### config.mk
export PLATFORM = sky130hd
export DESIGN_NAME = h14tx_period_sequencer
export DESIGN_NICKNAME = d
export VERILOG_FILES = /design/src/rtl/h14tx_period_sequencer_pkg.sv /design/src/rtl/h14tx_period_sequencer_delay_line.sv /design/src/rtl/h14tx_period_sequencer.sv
export SDC_FILE = /design/constraint.sdc
export NUM_CORES = 1
export LEC_CHECK = 0
export CAP_MARGIN = 40
export CORE_AREA = 2 2 81 83
export CTS_CLUSTER_DIAMETER = 80
export DETAILED_ROUTE_END_ITERATION = 10
export DIE_AREA = 0 0 83 85
export HOLD_SLACK_MARGIN = 0.05
export PLACE_DENSITY_LB_ADDON = 0.15
export SYNTH_ARGS = -nofsm -noshare
export SYNTH_HDL_FRONTEND = slang
export SYNTH_HIERARCHICAL = 1
export SYNTH_SLANG_ARGS = --single-unit
### constraint.sdc
create_clock -name clk -period 2 [get_ports clk]
set_input_delay 0.4 -clock clk [delete_from_list [all_inputs] [get_ports clk]]
set_output_delay 0.4 -clock clk [all_outputs]
set_load 0.01 [all_outputs]
### src/rtl/h14tx_period_sequencer_pkg.sv
// h14tx_period_sequencer_pkg: period encoding, HDMI 1.4 period lengths and CTL preamble codes
package h14tx_period_sequencer_pkg;
  typedef enum logic [2:0] {
    CTRL,
    VID_PRE,
    VID_GUARD,
    VIDEO,
    ISL_PRE,
    ISL_LGUARD,
    ISL_DATA,
    ISL_TGUARD
  } period_t;
  localparam int PreambleLen = 8;
  localparam int GuardLen = 2;
  localparam int PacketLen = 32;
  localparam int LookAhead = PreambleLen + GuardLen + 1;
  localparam logic [3:0] CtlVideo = 4'b0001;
  localparam logic [3:0] CtlIsland = 4'b0101;
  // blanking an island of n packets consumes, plus the trailing control gap and look-ahead
  function automatic logic [15:0] isl_need(input logic [4:0] n, input int min_ctrl);
    return 16'(PreambleLen + 2 * GuardLen + PacketLen * int'(n) + min_ctrl + LookAhead);
  endfunction
endpackage

### src/rtl/h14tx_period_sequencer_delay_line.sv
// h14tx_delay_line: fixed-depth shift register with asynchronous clear
module h14tx_delay_line #(
  parameter int Width = 1,
  parameter int Depth = 2
) (
  input  logic             clk,
  input  logic             rst_n,
  input  logic [Width-1:0] i_data,
  output logic [Width-1:0] o_data
);
  logic [Depth-1:0][Width-1:0] r_sr;
  // shift one stage per clock, newest sample in stage 0
  always_ff @(posedge clk or negedge rst_n)
    if (!rst_n) r_sr <= '0;
    else r_sr <= {r_sr[Depth-2:0], i_data};
  assign o_data = r_sr[Depth-1];
endmodule

### src/rtl/h14tx_period_sequencer.sv
// h14tx_period_sequencer: schedules video/data-island periods, preambles and guard bands ahead of delayed timing
module h14tx_period_sequencer
  import h14tx_period_sequencer_pkg::*;
#(
  parameter int MaxPackets = 18,
  parameter int MinCtrl = 12,
  parameter int BlankW = 12
) (
  input  logic              clk,
  input  logic              rst_n,
  input  logic              de_i,
  input  logic              hsync_i,
  input  logic              vsync_i,
  input  logic [BlankW-1:0] blank_left_i,
  input  logic              isl_valid_i,
  input  logic [4:0]        isl_packets_i,
  output logic              isl_ack_o,
  output logic              isl_err_o,
  output logic              isl_abort_o,
  output logic              pkt_start_o,
  output period_t           period_o,
  output logic [3:0]        ctl_o,
  output logic              guard_switch_o,
  output logic              de_o,
  output logic              hsync_o,
  output logic              vsync_o
);
  localparam logic [3:0] PreLast = 4'(PreambleLen - 1);
  localparam logic [3:0] GuardLast = 4'(GuardLen - 1);
  logic [2:0] w_dly;
  logic       r_de_prev;
  logic [3:0] r_ctrl_cnt;
  logic [3:0] r_phase;
  logic [4:0] r_off;
  logic [4:0] r_pcnt;
  logic [4:0] r_npk;
  period_t    w_nxt;
  logic       w_rise;
  logic       w_legal;
  logic       w_room;
  logic       w_ctrl_ok;
  logic       w_in_isl;
  logic       w_pg;
  logic       w_start;
  logic       w_err;
  logic       w_abort;
  // the final output register stage lives here, so w_dly is the next cycle's delayed timing
  h14tx_delay_line #(
    .Width(3),
    .Depth(LookAhead - 1)
  ) u_dly (
    .clk   (clk),
    .rst_n (rst_n),
    .i_data({de_i, hsync_i, vsync_i}),
    .o_data(w_dly)
  );
  assign w_rise    = de_i & ~r_de_prev;
  assign w_legal   = (isl_packets_i != 5'd0) && (isl_packets_i <= 5'(MaxPackets));
  assign w_room    = 16'(blank_left_i) >= isl_need(isl_packets_i, MinCtrl);
  assign w_ctrl_ok = r_ctrl_cnt >= 4'(MinCtrl);
  assign w_in_isl  = period_o inside {ISL_PRE, ISL_LGUARD, ISL_DATA, ISL_TGUARD};
  assign w_pg      = w_nxt inside {VID_PRE, VID_GUARD, ISL_PRE, ISL_LGUARD, ISL_TGUARD};
  // next period; a raw de rise always wins over island start or island continuation
  always_comb begin
    w_nxt = period_o;
    w_start = 1'b0;
    w_err = 1'b0;
    w_abort = 1'b0;
    case (period_o)
      CTRL:
        if (w_rise) w_nxt = VID_PRE;
        else if (isl_valid_i && !w_legal) w_err = 1'b1;
        else if (isl_valid_i && w_ctrl_ok && w_room) begin
          w_nxt = ISL_PRE;
          w_start = 1'b1;
        end
      VID_PRE:    w_nxt = (r_phase == PreLast) ? VID_GUARD : VID_PRE;
      VID_GUARD:  w_nxt = (r_phase == GuardLast) ? VIDEO : VID_GUARD;
      VIDEO:      w_nxt = w_dly[2] ? VIDEO : CTRL;
      ISL_PRE:    w_nxt = (r_phase == PreLast) ? ISL_LGUARD : ISL_PRE;
      ISL_LGUARD: w_nxt = (r_phase == GuardLast) ? ISL_DATA : ISL_LGUARD;
      ISL_DATA:   w_nxt = (r_off == 5'd31 && r_pcnt == r_npk - 5'd1) ? ISL_TGUARD : ISL_DATA;
      ISL_TGUARD: w_nxt = (r_phase == GuardLast) ? CTRL : ISL_TGUARD;
      default:    w_nxt = CTRL;
    endcase
    if (w_in_isl && w_rise) begin
      w_nxt = VID_PRE;
      w_abort = 1'b1;
    end
  end
  // registered outputs, all derived from the next period so they stay aligned with period_o
  always_ff @(posedge clk or negedge rst_n)
    if (!rst_n) begin
      period_o <= CTRL;
      isl_ack_o <= 1'b0;
      isl_err_o <= 1'b0;
      isl_abort_o <= 1'b0;
      pkt_start_o <= 1'b0;
      ctl_o <= 4'b0;
      guard_switch_o <= 1'b0;
      {de_o, hsync_o, vsync_o} <= 3'b0;
    end else begin
      period_o <= w_nxt;
      isl_ack_o <= w_start;
      isl_err_o <= w_err;
      isl_abort_o <= w_abort;
      pkt_start_o <= (w_nxt == ISL_DATA) && (period_o != ISL_DATA || r_off == 5'd31);
      ctl_o <= (w_nxt == VID_PRE) ? CtlVideo : (w_nxt == ISL_PRE) ? CtlIsland : 4'b0;
      guard_switch_o <= w_nxt inside {ISL_LGUARD, ISL_TGUARD};
      {de_o, hsync_o, vsync_o} <= w_dly;
    end
  // period counters: control gap, preamble/guard phase, packet offset and packet count
  always_ff @(posedge clk or negedge rst_n)
    if (!rst_n) begin
      r_de_prev <= 1'b0;
      r_ctrl_cnt <= 4'd0;
      r_phase <= 4'd0;
      r_off <= 5'd0;
      r_pcnt <= 5'd0;
      r_npk <= 5'd0;
    end else begin
      r_de_prev <= de_i;
      r_ctrl_cnt <= (period_o != CTRL) ? 4'd0 : w_ctrl_ok ? r_ctrl_cnt : r_ctrl_cnt + 4'd1;
      r_phase <= (w_nxt != period_o || !w_pg) ? 4'd0 : r_phase + 4'd1;
      r_off <= (w_nxt != ISL_DATA || period_o != ISL_DATA) ? 5'd0 : r_off + 5'd1;
      r_pcnt <= (w_nxt != ISL_DATA || period_o != ISL_DATA) ? 5'd0 : r_pcnt + {4'b0, r_off == 5'd31};
      r_npk <= w_start ? isl_packets_i : r_npk;
    end
endmodule

* After elaboration in Yosys (flattened, before gate mapping)
Index checks and enable logic that the tools add are counted.
** Cells by class
- Equality and inequality tests :: 21
- Order comparisons :: 3
- Reductions and logical operators :: 18
- Bitwise gates (word level) :: 2
- $add $sub $neg :: 8
- Muxes and demuxes :: 27
- Shifts and indexed selects :: 0
- Divide/modulo/power cells :: 0
- Multiply operators :: 0
** Operators by type and width (number)
- $eq A3 B3 Y1 const B :: 8
- $pmux W3 S8 :: 1
- $mux W3 :: 7
- $add A12 B4 Y13 const B :: 1
- $ge A12 B13 Y1 :: 1
- $add A11 B4 Y12 const B :: 1
- $mux W4 :: 3
- $add A4 B10 Y11 const A :: 1
- $mux W1 :: 11
- $mux W5 :: 2
- $reduce_bool A5 Y1 :: 2
- $eq A3 B2 Y1 const B :: 3
- $add A4 B1 Y4 const B :: 2
- $logic_and A1 B1 Y1 :: 7
- $eq A3 B1 Y1 const B :: 2
- $mux W2 :: 3
- $ne A3 B3 Y1 const B :: 2
- $add A5 B1 Y5 :: 1
- $add A5 B1 Y5 const B :: 1
- $eq A5 B5 Y1 :: 1
- $eq A5 B5 Y1 const B :: 1
- $le A5 B5 Y1 const B :: 1
- $sub A5 B1 Y5 const B :: 1
- $eq A4 B1 Y1 const B :: 1
- 12 further kinds :: 15
** Storage, ports and cells
- Output and inout port bits :: 15
- Bits in latches :: 0
- ROM bits :: 0
- Input bits :: 23
- Memories kept :: 0
- Memory bits (writable) :: 0
- Register bits :: 68

* Logic depth before layout (Yosys ltp)
- Word-level depth :: 15
- Depth in mapped cells :: 11

* Hierarchy
Netlist, hierarchy kept.
** By module, submodules not included
- h14tx_period_sequencer :: sequential area each 925.9 sq um, times used 1, cells an instance 220, area each 2247.2 sq um
- h14tx_delay_line :: sequential area each 750.7 sq um, times used 1, cells an instance 33, area each 773.2 sq um

* Worst setup path after synthesis
Ideal clock, no wire load.
- Path kind :: input -> register
- Start point :: in isl_packets_i[0]
- End point :: reg ctl_o[0]
- Stages :: 9
- Data required time :: 1.875 ns
- Path slack :: -0.243 ns
- Data arrival time :: 2.118 ns
- Path buffers :: 0
- Cell sequence :: nand3_1 or2_2 ha_1 nand4_1 a211oi_1 o2111ai_4 clkinv_4 nor3_1 mux2_2
** On the way
- Cells in the longest elaborated chain, start to end :: 13
- Elaborated cells on any way between the ends :: 19
** Ends and longest elaborated chain
- start, declared :: RTL line h14tx_period_sequencer.sv:16 : input logic [4:0] isl_packets_i,
- $add A4 B10 Y11 :: RTL line h14tx_period_sequencer_pkg.sv:21 : return 16'(PreambleLen + 2 * GuardLen + PacketLen * int'(n) + min_ctrl + LookAhead);
- $add A11 B4 Y12 :: RTL line h14tx_period_sequencer_pkg.sv:21
- $add A12 B4 Y13 :: RTL line h14tx_period_sequencer_pkg.sv:21
- $ge A12 B13 Y1 :: RTL line h14tx_period_sequencer.sv:59 : assign w_room = 16'(blank_left_i) >= isl_need(isl_packets_i, MinCtrl);
- $logic_and A1 B1 Y1 :: RTL line h14tx_period_sequencer.sv:73 : else if (isl_valid_i && w_ctrl_ok && w_room) begin
- $mux W3 :: RTL line h14tx_period_sequencer.sv:73
- $mux W3 * :: RTL line h14tx_period_sequencer.sv:72 : else if (isl_valid_i && !w_legal) w_err = 1'b1;
- $mux W3 * :: RTL line h14tx_period_sequencer.sv:71 : if (w_rise) w_nxt = VID_PRE;
- $pmux W3 S8 * :: RTL line h14tx_period_sequencer.sv:69 : case (period_o)
- $mux W3 * :: RTL line h14tx_period_sequencer.sv:86 : if (w_in_isl && w_rise) begin
- $eq A3 B3 Y1 :: RTL line h14tx_period_sequencer.sv:108 : ctl_o <= (w_nxt == VID_PRE) ? CtlVideo : (w_nxt == ISL_PRE) ? CtlIsland : 4'b0;
- $mux W3 :: RTL line h14tx_period_sequencer.sv:108
- $mux W3 * :: RTL line h14tx_period_sequencer.sv:108
- end signal, assigned :: RTL line h14tx_period_sequencer.sv:108
- end, declared :: RTL line h14tx_period_sequencer.sv:22 : output logic [3:0] ctl_o,
Every way passes the cells marked *; elsewhere a longest branch is shown, timed or not.
A chain may end at the register's enable or synchronous reset.

* Worst setup path after layout
- Start point :: reg r_npk[0]
- End point :: reg ctl_o[0]
** On the way
- Cells in the longest elaborated chain, start to end :: 9
- Elaborated cells on any way between the ends :: 10
** Ends and longest elaborated chain
- start, declared :: RTL line h14tx_period_sequencer.sv:36 : logic [4:0] r_npk;
- start signal, assigned :: RTL line h14tx_period_sequencer.sv:127 : r_npk <= w_start ? isl_packets_i : r_npk;
- $sub A5 B1 Y5 * :: RTL line h14tx_period_sequencer.sv:82 : ISL_DATA: w_nxt = (r_off == 5'd31 && r_pcnt == r_npk - 5'd1) ? ISL_TGUARD : ISL_DATA;
- $eq A5 B5 Y1 * :: RTL line h14tx_period_sequencer.sv:82
- $logic_and A1 B1 Y1 * :: RTL line h14tx_period_sequencer.sv:82
- $mux W1 * :: RTL line h14tx_period_sequencer.sv:82
- $pmux W3 S8 * :: RTL line h14tx_period_sequencer.sv:69
- $mux W3 * :: RTL line h14tx_period_sequencer.sv:86
- $eq A3 B3 Y1 :: RTL line h14tx_period_sequencer.sv:108
- $mux W3 :: RTL line h14tx_period_sequencer.sv:108
- $mux W3 * :: RTL line h14tx_period_sequencer.sv:108
Marked as above.

==> flow_summary.toml <==
[synthesis]
synth-main-ff-cell = "dfrtp_1"
synth-seq-area-share = 0.555
ys_types = 51
postSynthRegisterBits = 67
synth_cells = 253
synth_edf_count = 0
avgSynthCellArea_um2 = 11.9
syn-cell-area_um2 = 3020
synth-async-reset-ratio = 1.00
number_of_warning_messages_in_the_yosys_log = 6

[cts]
clk_latency_ns = 0.35
tritoncts = "yes"
clock_sinks = 67
clockRootBuffer = "clkbuf_8"
inserted_clock_buffers = 9
ctsHtreeMaxLevel = 3
clk_pin_slew_worst_paths_ns = 0.08
cts.path.max_buffers = 2

[critical_path]
crit_path_top_cell_by_count = "inv_1"
worst_path_max_delay_cell = "o41ai_2"
critical_path.startpoint_type = "flip-flop"
worst_ep_arrival_time_ns = 2.21
reg2reg_slack_ns = 0.03
critical_path_cell_count = 7
worst-path-max-fanout = 2
timing.setup.critical_path_class = "flip-flop to flip-flop"
worst-r2r-cell-count = 7
cpPeakStageDelay_ns = 0.40
timing.critical_path.buf_inv = 2
worst_setup_path_end_kind = "flip-flop"
required_arrival_time_at_the_worst_endpoint_ns = 2.23
critical_path.top_delay_family = "compound AO/OA/AOI/OAI gates"
regToRegEndpoint = "ctl_o[0]"
worstPathCellList = "inv_1 > ha_1 > inv_1 > o41ai_2 > o31ai_2 > o22ai_4 > mux2_2"
critical_path.reg2reg.startpoint = "r_npk[0]"

[place]
port_buffers = 35
finalWeightedCongestion = 0.811
dpl_worst_slack_ns = -0.850
placedInstanceArea_um2 = 3720
dp.final_hpwl_mm = 3.82
total_instance_count_after_detailed_placement = 388

[drt]
drt_pass1_iterations = 4
drt-total-wl_mm = 5.96
antenna_violating_nets_left = 0
routed_via_density = 5.13
route.vias.total = 2102
drcViolationCount = 0
first_iter_violations = 90
wire_per_inst_um = 14.5

[power]
worst_ir_drop_vdd_v = 0.000527
power.leakage_nw = 1.82
power.density_cell_area_nw_per_um2 = 922

[sta]
finalSetupViolations = 0
max_clock_freq_mhz = 506
grt_setup_unrepaired = "yes"
final_hold_viol_count = 0
period_share = 0.987
setup_ws_ns = 0.0256
finalWorstPathRequiredPeriod_ns = 1.97
tns_ns = 0
timing_max_transition_violations_final = 0
fin_worst_skew_ns = 0.00514

[finish]
postLayoutCellArea_um2 = 4100
multi_input_gate_area_in_the_final_layout_um2 = 1350
layout.cells.non_filler = 410
final_layout_size_suffix_gt1_frac = 0.327
nFillCells = 460
sequential_cell_area_in_the_final_layout_um2 = 1680
area_growth_syn_to_layout_pct = 35.7
final_nets = 368
count_of_antenna_diodes_in_the_layout = 0

[floorplan]
die_area_um2 = 7060
core-area_um2 = 6200
initial_utilization = 0.487
dieWidth_um = 83
rows = 29
die_h_um = 85
ioPinCount = 38

[global_routing]
grt_max_degree = 68
gr-total-overflow = 0
wire_length_of_the_first_global_routing_pass_mm = 10.1
track_usage = 0.183
initial_antenna_violation_count = 0
grt_pass1_vias = 2105

[flow_run]
maxCapViolCount = 0

[min_path]
holdCritPathClass = "input pin to asynchronous set/reset pin"

[run_status]
outcome = "complete, no violations"
-- power by group --
group          leakage [nW]  internal (mW)  switching, mW  total, mW
registers             0.836           1.46         0.0882       1.55
clock network        0.0984          0.594          0.561       1.16
logic                 0.882          0.533          0.540       1.07
total                  1.82           2.59           1.19       3.78
-- worst reg2reg max path, stage by stage (launching register included) --
cell and delay (ns):
dfrtp_1 0.39, inv_1 0.08, ha_1 0.16, inv_1 0.06, o41ai_2 0.40, o31ai_2 0.18, o22ai_4 0.25, mux2_2 0.35
-- timing repair --
action                                  CTS  global route
gates resized for setup                  28            24
endpoints found under the setup margin   25            24
cloned                                    0             1
pin swaps                                 5             7
setup buffers                             1             4
endpoints found under the hold margin     0             0
hold buffers                              0             0
-- cells by family (layout without fill, tap and decap cells) --
group           Yosys count  count (layout)  synth area share
simple gates             91              91             0.177
flops                    67              67             0.555
compound gates           33              33            0.0936
buf+inv                  25             104            0.0464
fa+ha+maj                17              17            0.0704
xor+xnor                 17              17            0.0493
mux                       2               2           0.00704
other cells               1               2           0.00124
-- synthesized netlist by cell type (3+ instances only) --
cell type | n | area share
a21oi_1 | 3 | 0.0050
buf_2 | 3 | 0.0050
buf_4 | 6 | 0.015
dfrtp_1 | 67 | 0.56
ha_1 | 17 | 0.070
inv_1 | 11 | 0.014
nand2_1 | 18 | 0.022
nand2b_1 | 3 | 0.0062
nand3_1 | 15 | 0.025
nor2_1 | 14 | 0.017
nor2b_1 | 5 | 0.010
nor3_1 | 6 | 0.0099
nor3_2 | 9 | 0.030
o21ai_0 | 7 | 0.012
o2bb2ai_1 | 4 | 0.012
o31ai_1 | 3 | 0.0075
or3_1 | 5 | 0.010
xnor2_1 | 9 | 0.026
xor2_1 | 8 | 0.023
-- sequential cells by signal, indices dropped and copies added (netlist names), 2 cells and up --
signal / cells
u_dly/o_data: 3
r_off: 5
period_o: 3
ctl_o: 2
r_npk: 5
r_pcnt: 5
r_ctrl_cnt: 4
u_dly/r_sr: 27
r_phase: 4
-- layout make-up --
type	instances	area share
Sequential cell	67	0.409
Clock buffer	9	0.0302
Timing Repair Buffer	75	0.173
Multi-Input combinational cell	162	0.330
Inverter	13	0.0131
Tap cell	77	0.0235
Clock inverter	7	0.0202
-- worst max-delay path by stage --
stage / slack, ns / to / start
after detailed placement: -0.85 / pkt_start_o / isl_packets_i[0]
after CTS: 0.00006 / pkt_start_o / blank_left_i[5]
after global routing: -0.10 / r_pcnt[0] / r_phase[1]
final: 0.03 / ctl_o[0] / r_npk[0]
after global placement: -0.81 / pkt_start_o / isl_packets_i[0]
after floorplan: -0.14 / r_off[0] / isl_packets_i[0]
-- layer usage --
layer  vias to the layer above  routed length [µm]  global-route usage
li1                       1025                   -                   -
met1                      1017                2750               0.246
met2                        54                2870               0.278
met3                         6                 279              0.0623
met4                         0                  57              0.0671
met5                         -                   0                   0
-- cells in the final DEF, fill, tap and decap left out, types with 4 or more instances in the layout --
cell type / Yosys / final
dfrtp_1: 67 / 66
buf_4: 6 / 34
clkdlybuf4s50_1: 0 / 27
nand2_1: 18 / 18
nor2_1: 14 / 14
nand3_1: 15 / 13
nor3_2: 9 / 12
inv_1: 11 / 11
ha_1: 17 / 11
clkbuf_8: 0 / 9
xor2_1: 8 / 8
xnor2_1: 9 / 8
nor2b_1: 5 / 5
or3_1: 5 / 5
o21ai_0: 7 / 4
o2bb2ai_1: 4 / 4
ha_2: 0 / 4
buf_12: 0 / 4
-- per-stage QoR --
step	hold WS (ns)	total power, mW	utilization
after floorplan	0.104	2.11	-
after global placement	0.332	2.54	0.599
after detailed placement	0.335	2.56	0.599
after CTS	0.0562	3.79	0.640
after global routing	0.0581	4.01	0.660
final	0.0549	3.78	0.660
Note: power is estimated with default switching activity, not from simulation.
